===== config.mk =====
export PLATFORM = sky130hd
export DESIGN_NAME = step_counter
export DESIGN_NICKNAME = d
export VERILOG_FILES = /design/src/rtl/step_counter_pkg.sv /design/src/rtl/step_counter_decode.sv /design/src/rtl/step_counter.sv
export SDC_FILE = /design/constraint.sdc
export NUM_CORES = 1
export LEC_CHECK = 0
export CAP_MARGIN = 5
export CORE_AREA = 2 2 39 41
export DETAILED_ROUTE_END_ITERATION = 7
export DIE_AREA = 0 0 41 43
export GPL_ROUTABILITY_DRIVEN = 0
export GPL_TIMING_DRIVEN = 1
export PLACE_DENSITY = 0.59
export SLEW_MARGIN = 20
export SYNTH_ARGS = -nofsm -noshare
export SYNTH_HDL_FRONTEND = slang
export SYNTH_HIERARCHICAL = 1
export SYNTH_SLANG_ARGS = --single-unit

===== constraint.sdc =====
create_clock -name clk_sys -period 1.15 [get_ports clk_sys]
set_input_delay 0.2875 -clock clk_sys [delete_from_list [all_inputs] [get_ports clk_sys]]
set_output_delay 0.2875 -clock clk_sys [all_outputs]
set_load 0.1 [all_outputs]

===== src/rtl/step_counter_pkg.sv =====
// step_counter_pkg
//   Shared definitions for the microstep counter.
//   MAX_WIDTH  : largest supported counter width
//   MODE_WRAP  : SAT value selecting modulo-2**WIDTH counting
//   MODE_SAT   : SAT value selecting saturation at all-ones / zero
//   step_next(): next counter value for a single +1/-1 step, plus a flag
//                telling whether the step hit the boundary.
package step_counter_pkg;

   localparam int MAX_WIDTH = 6;
   localparam int MODE_WRAP = 0;
   localparam int MODE_SAT  = 1;

   localparam logic [MAX_WIDTH-1:0] ONE = MAX_WIDTH'(1);

   // Returns {boundary_hit, next_value}. The value is computed at MAX_WIDTH
   // bits but never leaves the 0..2**width-1 range, so the caller may keep
   // only its low 'width' bits.
   function automatic logic [MAX_WIDTH:0] step_next(
      input logic [MAX_WIDTH-1:0] cur,
      input logic                 up,
      input logic                 sat,
      input int                   width
   );
      logic [MAX_WIDTH-1:0] all_ones;
      logic [MAX_WIDTH-1:0] nxt;
      logic                 hit;
      all_ones = MAX_WIDTH'((1 << width) - 1);
      hit      = 1'b0;
      nxt      = cur;
      if (up) begin
         hit = (cur == all_ones);
         if (hit) nxt = sat ? all_ones : '0;
         else     nxt = cur + ONE;
      end else begin
         hit = (cur == '0);
         if (hit) nxt = sat ? '0 : all_ones;
         else     nxt = cur - ONE;
      end
      return {hit, nxt};
   endfunction

endpackage


===== src/rtl/step_counter_decode.sv =====
// step_decode
//   Pure combinational decode of the counter value.
//   cnt  in   WIDTH        counter value (normal MSB-left numbering)
//   step out  2**WIDTH     one-hot, step[k] = (cnt == k), index 0 is leftmost
//   nz   out  1            cnt != 0
module step_decode #(
   parameter int WIDTH = 2
) (
   input  logic [WIDTH-1:0]        cnt,
   output logic [0:(1<<WIDTH)-1]   step,
   output logic                    nz
);

   genvar gi;
   generate
      for (gi = 0; gi < (1 << WIDTH); gi++) begin : g_dec
         assign step[gi] = (cnt == WIDTH'(gi));
      end
   endgenerate

   assign nz = |cnt;

endmodule


===== src/rtl/step_counter.sv =====
// step_counter
//   Parametrised microstep counter: step up/down, preload, clear, wrap or
//   saturate, registered boundary pulse and one-hot step decode.
//   Optional feature macro: STEP_COUNTER_OVF_EN (sticky overflow flag).
// Parameters
//   WIDTH  counter width 1..MAX_WIDTH
//   SAT    MODE_WRAP (0) or MODE_SAT (1)
// Ports
//   clk_sys  in   system clock, rising edge
//   rst      in   synchronous active-high reset
//   inc/dec  in   step +1 / -1 (both together = hold)
//   load/val in   preload cnt with val (val bit 0 = MSB)
//   clr      in   preload zero
//   cnt      out  current step (bit 0 = MSB)
//   nz       out  cnt != 0
//   step     out  one-hot decode, step[k] = (cnt == k)
//   wrap     out  1-cycle pulse after a boundary step
//   ovf      out  sticky boundary flag (0 when STEP_COUNTER_OVF_EN undefined)
module step_counter
   import step_counter_pkg::*;
#(
   parameter int WIDTH = 2,
   parameter int SAT   = MODE_WRAP
) (
   input  logic                   clk_sys,
   input  logic                   rst,
   input  logic                   inc,
   input  logic                   dec,
   input  logic                   load,
   input  logic [0:WIDTH-1]       val,
   input  logic                   clr,
   output logic [0:WIDTH-1]       cnt,
   output logic                   nz,
   output logic [0:(1<<WIDTH)-1]  step,
   output logic                   wrap,
   output logic                   ovf
);

   logic [WIDTH-1:0]   cnt_reg, cnt_next;
   logic               wrap_reg, wrap_next;
   logic               step_en;
   logic               boundary;
   logic [MAX_WIDTH:0] step_res;

   // Exactly one of inc/dec is a real step; both together cancel out.
   assign step_en  = inc ^ dec;
   assign step_res = step_next(MAX_WIDTH'(cnt_reg), inc, (SAT == MODE_SAT), WIDTH);
   assign boundary = step_res[MAX_WIDTH];

   // Bits above WIDTH are always zero; tie them off explicitly.
   generate
      if (WIDTH < MAX_WIDTH) begin : g_unused
         logic unused_hi_bits;
         assign unused_hi_bits = &{1'b0, step_res[MAX_WIDTH-1:WIDTH]};
      end
   endgenerate

   always_comb begin
      cnt_next  = cnt_reg;
      wrap_next = 1'b0;
      if (step_en) begin
         cnt_next  = step_res[WIDTH-1:0];
         wrap_next = boundary;
      end else if (inc & dec) begin
         cnt_next  = cnt_reg;       // net hold, load/clr ignored
      end else if (load) begin
         cnt_next  = val;
      end else if (clr) begin
         cnt_next  = '0;
      end
   end

   always_ff @(posedge clk_sys) begin
      if (rst) begin
         cnt_reg  <= '0;
         wrap_reg <= 1'b0;
      end else begin
         cnt_reg  <= cnt_next;
         wrap_reg <= wrap_next;
      end
   end

`ifdef STEP_COUNTER_OVF_EN
   logic ovf_reg, ovf_next;

   // Set on any boundary step. clr clears it only on edges with neither inc
   // nor dec asserted, independent of load (load itself never clears it).
   always_comb begin
      ovf_next = ovf_reg;
      if (wrap_next)
         ovf_next = 1'b1;
      else if (clr & ~inc & ~dec)
         ovf_next = 1'b0;
   end

   always_ff @(posedge clk_sys) begin
      if (rst) ovf_reg <= 1'b0;
      else     ovf_reg <= ovf_next;
   end

   assign ovf = ovf_reg;
`else
   assign ovf = 1'b0;
`endif

   assign cnt  = cnt_reg;
   assign wrap = wrap_reg;

   step_decode #(.WIDTH(WIDTH)) u_decode (
      .cnt  (cnt_reg),
      .step (step),
      .nz   (nz)
   );

endmodule


==> out/qor.yml <==
synth_most_common_cell: "inv_1"
whs_path_depth: 3
path_cells: "buf_6 > and2b_4 > buf_12"
synth_top_family_by_area: "compound AO/OA/AOI/OAI gates"
wl_per_cell_um: 11.9
cp.required_ps: 860
synthArstFlopShare_pct: 0
synth-xor-area-share_pct: 3.23
yosysTopAreaCell: "dfxtp_1"
crit_fanout: 4
fin_crit_ps: 1420
finalWirelength_um: 974
grt_pass1_vias: 346
grt_first_pass_wirelength_um: 1390
synth_top_area_share_pct: 22.1
ys.flop_type: "dfxtp_1"
hpwl_um: 580
clock_latency_ps: 240
cts-buffers-inserted: 3
startpoint: "cnt[1]"
cts_tree: "built"
r2r_setup_slack_ps: -210
synthesis.area_um2: 272
die_h_um: 43
synthTopCellsByCount: "inv_1, a21oi_1, dfxtp_1, ha_1, nor2_1"
cts.clk_slew.worst_paths_ps: 40
max_freq_mhz: 706
drc: 0
r2r_end: "cnt[0]"
antenna_found_initial: 0
synth_mux_area_share_pct: 0
p_per_area_nw_per_um2: 1390
critical_path_arrival_ps: 1130
layout.nets: 78
synthDistinctLibCells: 24
die_w_um: 41
rsz0062_at_grt: "true"
start_kind: "flip-flop"
yosys_warnings: 6
synth_edf_count: 0
r2r_start: "cnt[1]"
dp.cells: 71
finClkSkew_ps: 6.89
hp-class: "primary input to flip-flop"
final_util_pct: 55.9
diodes: 0
dr.pass1.iters: 4
drive_above_1_share_pct: 71.2
reg2reg_depth: 6
maxCapViolCount: 0
synth_area_leaders: "dfxtp_1, ha_1, a21oi_1"
routed_via_density: 4.56
die_area_um2: 1760
track_usage_pct: 12.0
fillerInstances: 120
synth_seq_area_share_pct: 22.1
dp_slack_ps: -546
synth_compound_area_share_pct: 26.7
first_iter_violations: 5
worstHoldEndpoint: "cnt[0]"
synthAdderAreaFrac_pct: 13.8
ys_ff_latch: 3
initial_core_util_pct: 19.6
hold_start: "inc"
hold_viol: 0
finalNonFillerCells: 82
synth_area_per_cell_um2: 7.99
fin_crit_sh_pct: 123
cts_buffer_depth: 2
final-max-slew-violation-count: 0
ioPinCount: 17
fin_ws_ps: -267
cts-root-buf: "clkbuf_4"
rows: 14
cpMaxStageDelayCell: "dfxtp_4"
core_um2: 1380
p_leak_nw: 0.326
whs_ps: 672
setup.worst_path.end_class: "output port"
portBuffers: 15
largest_register_ffs: 2
setup_viol: 10
syn2layout_area_growth_pct: 185
grt-ovfl-total: 0
synthSimpleGateAreaFrac_pct: 24.4
worstSetupPathType: "flip-flop to output port"
antenna_left: 0
htreeDepth: 1
peakVddDrop_mv: 0.600
status: "finished, violations left"
clock-sinks: 3
synthCells: 34
cpPeakStageDelay_ps: 350
grt_max_degree: 7
syn_nets: 45
violations: "setup timing"
fin_total_pwr_mw: 1.08
dr_total_vias: 374
[kinds of logic (layout without fill, tap and decap cells)]
| kind of cell | after synthesis | after routing |
|---|---|---|
| buffers and inverters | 5 | 37 |
| AND/OR/NAND/NOR | 11 | 11 |
| XOR/XNOR | 1 | 1 |
| adder cells (fa/ha/maj) | 3 | 3 |
| flip-flops | 3 | 3 |
| AO/OA/AOI/OAI | 10 | 10 |
| other | 1 | 1 |
[routing by layer]
layer  share of wire [%]  up-vias  global-route usage, %  routed length [um]
li1                    -      183                      -                   -
met1                  35      174                   12.8                 343
met4                   0        0                   4.00                   0
met5                   0        -                      0                   0
met3                 7.8        0                   8.38                  76
met2                  57       17                   18.1                 555
[cell type report]
cell class | instances | area [um2] | share of cell area [%]
Sequential cell | 3 | 68.8 | 8.90
Clock buffer | 4 | 26.3 | 3.40
Inverter | 4 | 20.0 | 2.59
Tap cell | 16 | 20.0 | 2.59
Timing Repair Buffer | 29 | 352 | 45.5
Multi-Input combinational cell | 26 | 287 | 37.1
[what timing repair did]
item,CTS,global route
gates resized for setup,12,12
endpoints found under the setup margin,10,10
hold endpoints to repair,0,0
hold buffers,0,0
pin swaps,3,9
setup buffers,5,2
[layout by cell type (no fill, tap or decap), types with 2 or more instances in the layout]
master	synthesis	routed
clkbuf_4	0	3
buf_4	1	9
buf_12	0	8
nor2b_4	0	2
ha_4	0	3
dlygate4sd2_1	0	2
clkdlybuf4s50_1	0	5
buf_6	0	5
inv_4	0	2
dfxtp_4	0	2
[report_power, final]
| part | switching, mW | internal, mW |
|---|---|---|
| clock network | 0.0665 | 0.131 |
| registers | 0.0124 | 0.118 |
| logic | 0.424 | 0.327 |
[worst max-delay path, delay by kind of cell, from the launching register on]
| kind | cells | cell delay (ps) |
|---|---|---|
| buffers and inverters | 2 | 290 |
| AND/OR/NAND/NOR | 1 | 250 |
| flip-flops | 1 | 350 |
[worst max path at each step]
stage	end	slack, ps	cells past startpoint
after CTS	step[2]	-270	3
after global placement	cnt[0]	-490	5
after floorplan	step[1]	-300	1
after detailed placement	cnt[0]	-550	5
after global routing	step[2]	-300	3
final	step[2]	-270	3
[stage by stage]
| stage | setup TNS (ps) | cell area (um2) |
|---|---|---|
| after CTS | -1500 | 698 |
| after detailed placement | -1420 | 592 |
| final | -1540 | 773 |
| after global placement | -1370 | 592 |
| after global routing | -1880 | 773 |
| after floorplan | -1580 | 297 |
Power figures use the tool's default switching activity.
